**src/rtl/array_loader.sv**
```systemverilog
// Stream-to-matrix loader: collects 8-element frames into a fill buffer
// and hands complete frames to a held A/B register pair.
module array_loader #(
  parameter int NBITS = 16
) (
  input  logic             CLK,
  input  logic             RST,
  input  logic [NBITS-1:0] DIN,
  input  logic             DIN_VALID,
  input  logic             DIN_LAST,
  output logic             DIN_READY,
  output logic [NBITS-1:0] A [2][2],
  output logic [NBITS-1:0] B [2][2],
  output logic             OUT_VALID,
  input  logic             OUT_READY,
  output logic [7:0]       FRAME_CNT,
  output logic             ERR
);

  typedef enum logic {FILL, FULL} state_t;

  state_t           state;
  state_t           state_nx;
  logic [2:0]       idx;
  logic [NBITS-1:0] fbuf [8];
  logic [NBITS-1:0] hold [8];

  logic accept;
  logic at_end;
  logic complete;
  logic bad;
  logic load_now;
  logic load_full;
  logic drain;

  assign accept    = DIN_VALID && DIN_READY;
  assign at_end    = (idx == 3'd7);
  assign complete  = accept && at_end && DIN_LAST;
  assign bad       = accept && (at_end != DIN_LAST);
  assign load_now  = complete && (!OUT_VALID || OUT_READY);
  assign load_full = (state == FULL) && OUT_READY;
  assign drain     = (state == FILL) && !complete
                     && OUT_VALID && OUT_READY;

  always_ff @(posedge CLK) begin
    if (RST) state <= FILL;
    else     state <= state_nx;
  end

  always_comb begin
    state_nx = state;
    unique case (state)
      FILL: if (complete && OUT_VALID && !OUT_READY)
              state_nx = FULL;
      FULL: if (OUT_READY)
              state_nx = FILL;
      default: state_nx = FILL;
    endcase
  end

  always_comb begin
    DIN_READY = (state == FILL);
  end

  always_ff @(posedge CLK) begin
    if (RST) begin
      idx       <= '0;
      OUT_VALID <= 1'b0;
      ERR       <= 1'b0;
      FRAME_CNT <= '0;
      for (int i = 0; i < 8; i++) begin
        fbuf[i] <= '0;
        hold[i] <= '0;
      end
    end else begin
      ERR <= bad;
      if (accept) begin
        fbuf[idx] <= DIN;
        idx       <= (complete || bad) ? 3'd0 : idx + 3'd1;
      end
      // the last element bypasses the buffer on a direct load
      if (load_now) begin
        for (int i = 0; i < 7; i++)
          hold[i] <= fbuf[i];
        hold[7] <= DIN;
      end else if (load_full) begin
        for (int i = 0; i < 8; i++)
          hold[i] <= fbuf[i];
      end
      if (load_now || load_full) begin
        OUT_VALID <= 1'b1;
        FRAME_CNT <= FRAME_CNT + 8'd1;
      end else if (drain) begin
        OUT_VALID <= 1'b0;
      end
    end
  end

  for (genvar i = 0; i < 2; i++) begin : g_row
    for (genvar j = 0; j < 2; j++) begin : g_col
      assign A[i][j] = hold[2*i + j];
      assign B[i][j] = hold[4 + 2*i + j];
    end
  end

endmodule

```
**config.mk**
```make
export PLATFORM = sky130hd
export DESIGN_NAME = array_loader
export DESIGN_NICKNAME = d
export VERILOG_FILES = /design/src/rtl/array_loader.sv
export SDC_FILE = /design/constraint.sdc
export NUM_CORES = 1
export LEC_CHECK = 0
export ABC_AREA = 1
export CORE_ASPECT_RATIO = 0.9
export CORE_MARGIN = 1.5
export CORE_UTILIZATION = 55
export CTS_BUF_LIST = sky130_fd_sc_hd__clkbuf_4
export DETAILED_ROUTE_END_ITERATION = 8
export GPL_ROUTABILITY_DRIVEN = 0
export MAX_ROUTING_LAYER = met4
export PLACE_DENSITY = 0.81
export RECOVER_POWER = 100
export SLEW_MARGIN = 20
export SYNTH_ARGS = -nofsm -noshare
export SYNTH_HDL_FRONTEND = slang
export SYNTH_SLANG_ARGS = --single-unit
```
**constraint.sdc**
```tcl
create_clock -name CLK -period 3.2 [get_ports CLK]
set_clock_uncertainty 0.2 [all_clocks]
set_input_delay 0.64 -clock CLK [delete_from_list [all_inputs] [get_ports CLK]]
set_output_delay 0.64 -clock CLK [all_outputs]
set_load 0.02 [all_outputs]
```
# [Yosys cells after proc, flatten, opt, wreduce, memory -nomap -nowiden]
# Memories as Yosys holds them, arrays and structs flattened.
# Cells that the tools add are included.
[op_classes] addsub=2 mul=0 div_mod_pow=0 n_lt_le_gt_ge=0 n_eq_ne=2 shifts=0 n_mux=37 n_bitwise=17 reduce_logical=19
[ops] op="$mux 16" n=17
[ops] op="$mux 1" n=17
[ops] op="$or 1x1->1" n=16
[ops] op="$reduce_or 16->1" n=1
[ops] op="$logic_and 1x1->1" n=11
[ops] op="$add 8x1->8 const B" n=1
[ops] op="$mux 3" n=2
[ops] op="$add 3x1->3 const B" n=1
[ops] op="$eq 3x3->1 const B" n=1
[ops] op="$logic_not 1->1" n=3
[ops] op="$logic_or 1x1->1" n=3
[ops] op="$pmux 1 s2" n=1
[ops] op="$reduce_bool 2->1" n=1
[ops] op="$ne 1x1->1" n=1
[ops] op="$not 1->1" n=1
[word_totals] reg_bits=14 latchBits=0 ramBits=256 mem_bits_ro=0 inputBits=21 output_inout_bits=139 word_cells=84 mem_count=2
[memory_table] name="fbuf" depth=8 word_bits=16 read_ports=8 rd_clocked_by_memory_dff=0 wr=8 line_no="25" text="logic [NBITS-1:0] fbuf [8];"
[memory_table] name="hold" depth=8 word_bits=16 read_ports=8 rd_clocked_by_memory_dff=0 wr=8 line_no="26" text="logic [NBITS-1:0] hold [8];"

# [Depth between registers and ports, before layout]
# Gate-level depths: netlist of the first run.
[depth] depth_word=10 depth_mapped=10 ltp_nobuf=10

# [Worst setup path after synthesis of the first run]
# No wires, ideal clock.
[synth_path] path_type="input to register" start="input port RST" end="memory hold[0][0] (enable)" setup_ns=0.586 arrival_time_ns=2.115 t_required_ns=2.414 slack_ns=0.299 stages=5 n_path_buf=3 path_cell_list="buf_2 -> inv_2 -> buf_2 -> buf_2 -> nand2_1"
[synth_rtl] item="start, declared" line_no="7" text="input logic RST,"
[synth_rtl] item="end, declared" line_no="26"

==> flow_metrics.tcl, run 1 <==
set metrics [dict create \
    status "finished, final reports clean" \
    setup.worst_path.end_class "flop" \
    dp_hpwl_microns 13810 \
    start_util_pct 55.78 \
    synth_top_area_share_pct 75.36 \
    synth.cell_area_sq_um 10200 \
    crit_fanout 97 \
    drt_pre_antenna_iters 5 \
    area_growth_pct 25.62 \
    ys_seq_elements 270 \
    worst_slew_pin_slew_ns 1.112 \
    seqPwrFrac_pct 57.0 \
    multiInputGateArea_sq_um 1489 \
    finalSetupViolCount 0 \
    crit_slowest_cell "buf_6" \
    reg2reg_slack_ns 0.50 \
    syn_avg_cell_area_sq_um 12.74 \
    fmax_mhz 369.8 \
    ys_types 24 \
    relSlewSlack_pct 25.62 \
    seq_area_sq_um 7968 \
    cts_buffers 67 \
    grt.total_usage_pct 24.41 \
    drt_iter0_markers 569 \
    drive_above_1_share_pct 10.68 \
    path_class "reg -> reg" \
    viasPerCell 5.011 \
    switching_share_pct 22.83 \
    grt_pass1_vias 6458 \
    cp-start-kind "flop" \
    portBuffers 159 \
    die_w_microns 146.6 \
    powerDensity_nw_per_um2 555.8 \
    synthTopCellsByArea "edfxtp_1, nor2_1, inv_1" \
    grt_overflow 0 \
    slowest_delay_ns 0.50 \
    fin_crit_sh_pct 84.51 \
    synth_nets 825 \
    wl_microns 22190 \
    clock-sinks 270 \
    combPwrFrac_pct 6.2 \
    fin_nets 1051 \
    p_int_mw 5.496 \
    ios 160 \
    crit_chain "ha_1 > ha_1 > nand2_1 > inv_1 > nand3_1 > nand2_2 > clkbuf_1 > nand2_4 > buf_6 > nor2_1" \
    cts_setup_buffers 0 \
    critPathRequiredTime_ns 3.36 \
    clock_path_buffers 3 \
    cts_tree "done" \
    root_buffer "clkbuf_4" \
    rsz0062_at_grt "false" \
    insertion_delay_ns 0.64 \
    yosysSeqAreaShare_pct 78.11 \
    drcViolationCount 0 \
    max-cap-violations 0 \
    ant_nets 0 \
    crit_arrival_ns 2.86 \
    max-vdd-ir-drop_mv 0.2724 \
    path_clk_slew_ns 0.07 \
    post_drt_wl_per_cell_microns 16.90 \
    n_fill_cell 1268 \
    die-height_microns 132.2 \
    p_sw_mw 1.626 \
    power_frac_clock_pct 36.8 \
    leakage_nw 5.320 \
    period_needed_ns 2.704 \
    ctsHoldBuffers 0 \
    path_common_cell "ha_1" \
    slew_viol_final 0 \
    total_power_mw 7.123 \
    cts_resized 0 \
    hold_violations 0 \
    row_count 47 \
    die-area_sq_um 19370 \
    num_vias 6580 \
    ys_warn_count 0 \
    fin_setup_tns_ns 0 \
    grt_pass1_wl_microns 34280 \
    synth_top_cell_by_area "edfxtp_1" \
    grt_start_max_net_pins 98 \
    hold_path.class "reg -> reg" \
    antenna_found_initial 1 \
    synthCells 801 \
    coreArea_sq_um 18290 \
    htree_levels 3 \
]
path summary, 6_finish.rpt:
check | end | from | cells after the start
max | hold[0][18]$_SDFFCE_PN0P_ | idx[0]$_SDFFE_PP0N_ | 10
min | FRAME_CNT[1]$_SDFFE_PP0P_ | FRAME_CNT[1]$_SDFFE_PP0P_ | 2
max reg2reg | hold[0][18]$_SDFFCE_PN0P_ | idx[0]$_SDFFE_PP0N_ | 10
min reg2reg | FRAME_CNT[1]$_SDFFE_PP0P_ | FRAME_CNT[1]$_SDFFE_PP0P_ | 2
placed cells by master (no fill, tap or decap):
cell and instances:
nand2_1 49, dfxtp_1 14, nor3_1 3, a211oi_1 2, nor2_4 1, dlygate4sd3_1 141
clkbuf_4 95, ha_1 3, xnor2_1 1, nand2_4 1, inv_1 125, edfxtp_1 256
o21ai_0 18, diode_2 1, clkdlybuf4s50_1 18, buf_12 2, inv_2 1, xor2_1 1
nand3_1 18, clkinv_1 30, a21oi_1 6, nand2_2 3, buf_6 1, buf_4 8
nor2_1 258, clkbuf_1 10, clkbuf_2 2
stage by stage:
step	setup WS, ns	area (sq um)	hold slack, ns	std cells	utilization (%)
floorplan	0.2991	10200	0.3000	801	-
global placement	0.5476	12180	0.3025	1203	66.57
detailed placement	0.4848	12180	0.3079	1203	66.57
CTS	0.5754	12940	0.3191	1312	70.74
global route	0.3120	12810	0.3553	1313	70.07
finish	0.4957	12810	0.3156	1313	70.07
registers in the layout, summed over array words and instances, names as in the netlist:
register / flops
hold: 128
ERR: 1
FRAME_CNT: 8
fbuf: 128
idx: 3
state: 1
OUT_VALID: 1
kinds of logic after synthesis:
group                      count (synthesis)  share of synthesized area (%)
buffers and inverters                    167                          6.918
adders and majority gates                  3                         0.3680
AOI/OAI and AO/OA                         26                          1.325
DFF                                      270                          78.11
and+or+nand+nor                          333                          13.11
xor gates and xnor gates                   2                         0.1717
power by group through the flow:
stage	clock, mW	sequential (mW)	combinational (mW)
after floorplan	0	4.21	0.142
after global placement	0	4.13	0.472
after detailed placement	0	4.13	0.482
after CTS	2.66	4.06	0.484
after global routing	2.84	4.07	0.472
final	2.62	4.06	0.444
Yosys cell counts (all sizes together):
cell	n
inv	125
clkbuf	9
xor2	1
xnor2	1
a21oi	6
ha	3
clkinv	16
nor2	259
o21ai	18
nand2	53
buf	17
nand3	18
edfxtp	256
dfxtp	14
a211oi	2
nor3	3
area by class of cell:
| class | instances | share of cell area (%) |
|---|---|---|
| diodes | 1 | 0.01953 |
| clock buffers | 94 | 5.507 |
| clock inverters | 15 | 0.4394 |
| inverters | 141 | 4.130 |
| multi-input cells | 364 | 11.62 |
| flip-flops and latches | 270 | 62.18 |
| well taps | 245 | 2.392 |
| repair buffers | 183 | 13.72 |
worst max-delay path: cells and delay by family, from the launching register on:
kind | cells | cell delay (ns)
adder cells (fa/ha/maj) | 2 | 0.42
buffers and inverters | 3 | 0.84
flip-flops | 1 | 0.35
AND/OR/NAND/NOR | 5 | 0.55
metal layers:
metal	track usage (%)	wire, microns	part of all wire (%)	up-vias
met5	-	0	0	-
met4	11.34	634	2.9	0
met3	5.467	1930	8.7	62
met2	38.10	10700	48	347
met1	30.75	8929	40	3097
li1	-	-	-	3074
No activity file was read; power rests on OpenSTA's default activity.
==> run 2: changes to the inputs <==
==> constraint.sdc (replaced) <==
create_clock -name CLK -period 2.7 [get_ports CLK]
set_clock_uncertainty 0.2 [all_clocks]
set_input_delay 0.54 -clock CLK [delete_from_list [all_inputs] [get_ports CLK]]
set_output_delay 0.54 -clock CLK [all_outputs]
set_load 0.02 [all_outputs]
==> flow_metrics.tcl, run 2 (same netlist as run 1, synthesis figures left out) <==
set metrics [dict create \
    fin_nets 1063 \
    grt_overflow 0 \
    power_frac_clock_pct 37.4 \
    crit_fanout 1 \
    crit_chain "dlygate4sd3_1" \
    rsz0062_at_grt "false" \
    post_drt_wl_per_cell_microns 16.35 \
    hold_violations 0 \
    die_w_microns 146.6 \
    max-cap-violations 0 \
    period_needed_ns 2.531 \
    cp_top_family "buffers and inverters" \
    cts_tree "done" \
    root_buffer "clkbuf_4" \
    total_power_mw 8.543 \
    worst_slew_pin_slew_ns 0.7562 \
    setup.worst_path.end_class "output pin" \
    whs_ns 0.3103 \
    grt_start_max_net_pins 98 \
    insertion_delay_ns 0.65 \
    post-place-ws_ns 0.1018 \
    busiest_layer "met2" \
    coreArea_sq_um 18290 \
    seqPwrFrac_pct 56.3 \
    mostFrequentLayoutCells "nor2_1, edfxtp_1, dlygate4sd3_1, inv_1, clkbuf_4" \
    groute.layer.met1.usage_pct 31.00 \
    path_clk_slew_ns 0.07 \
    ios 160 \
    p_int_mw 6.553 \
    ctsHoldBuffers 0 \
    hold_path.class "reg -> reg" \
    cp-start-kind "flop" \
    relSlewSlack_pct 49.59 \
    slew_viol_final 0 \
    drcViolationCount 0 \
    grt_pass1_wl_microns 33340 \
    viasPerCell 4.921 \
    status "finished, final reports clean" \
    clock_path_buffers 3 \
    switching_share_pct 23.28 \
    diodes 0 \
    htree_levels 3 \
    slowest_delay_ns 0.69 \
    critPathRequiredTime_ns 1.96 \
    cts_resized 0 \
    grt.total_usage_pct 23.67 \
    die-area_sq_um 19370 \
    portBuffers 159 \
    cts_setup_buffers 0 \
    grt_pass1_vias 6361 \
    wl_microns 21840 \
    max-vdd-ir-drop_mv 0.4097 \
    p_sw_mw 1.989 \
    powerDensity_nw_per_um2 659.5 \
    drive_above_1_share_pct 12.37 \
    fmax_mhz 395.1 \
    cts_buffers 68 \
    fin_setup_tns_ns 0 \
    use_met2_pct 36.07 \
    antenna_found_initial 0 \
    drt_pre_antenna_iters 4 \
    area_growth_pct 26.98 \
    num_vias 6575 \
    largestRegisters "fbuf: 128 flops, hold: 128 flops, FRAME_CNT: 8 flops" \
    crit_slowest_cell "dlygate4sd3_1" \
    clock-sinks 270 \
    drt_iter0_markers 638 \
    gr-usage-met3_pct 6.159 \
    dp_hpwl_microns 13830 \
    crit_buf_inv 1 \
    combPwrFrac_pct 6.3 \
    ant_nets 0 \
    worst_slack_ns 0.1688 \
    row_count 47 \
    fin_crit_sh_pct 93.75 \
    crit_arrival_ns 1.79 \
    finalSetupViolCount 0 \
    path_class "reg -> out" \
    mostFrequentLayoutCell "nor2_1" \
    start_util_pct 55.78 \
    leakage_nw 5.408 \
    die-height_microns 132.2 \
]
-- run 2: power groups by stage --
stage	logic [mW]	clock network [mW]	registers, mW
after floorplan	0.169	0	4.99
after global placement	0.567	0	4.90
after detailed placement	0.578	0	4.90
after CTS	0.582	3.26	4.81
after global routing	0.572	3.45	4.82
final	0.536	3.20	4.81
-- run 2: stage by stage --
step,utilization [%],cell area [sq um],instances
detailed placement,67.02,12260,1214
global route,70.83,12950,1336
CTS,71.47,13070,1336
floorplan,-,10210,801
global placement,67.02,12260,1214
finish,70.83,12950,1336
-- run 2: layer usage --
metal	up-vias	routed length [microns]
li1	3098	-
met1	3088	9038
met2	346	10320
met3	43	2016
met4	0	468
met5	-	0
-- run 2: tightest hold or removal path, delay by kind of cell (launching register included) --
family	cells	cell delay, ns
flops	1	0.32
compound gates	1	0.06
simple gates	1	0.04
-- run 2: area by class of cell --
cell class | instances | area [sq um]
Inverter | 141 | 529.3
Sequential cell | 270 | 7968
Multi-Input combinational cell | 364 | 1499
Clock buffer | 94 | 705.7
Tap cell | 245 | 306.5
Fill cell | 1244 | 5335
Timing Repair Buffer | 194 | 1838
Clock inverter | 28 | 107.6
-- run 2: worst paths after layout --
kind                                  from                        end  slack (ns)  cells past startpoint
hold / removal    fbuf[7][9]$_SDFFCE_PN0P_     hold[0][121]$_DFFE_PP_        0.31                      2
setup reg to reg       idx[1]$_SDFFE_PP0N_  hold[0][16]$_SDFFCE_PN0P_        0.26                      9
hold reg to reg   fbuf[7][9]$_SDFFCE_PN0P_     hold[0][121]$_DFFE_PP_        0.31                      2
setup / recovery    hold[0][124]$_DFFE_PP_                      B[12]        0.17                      1
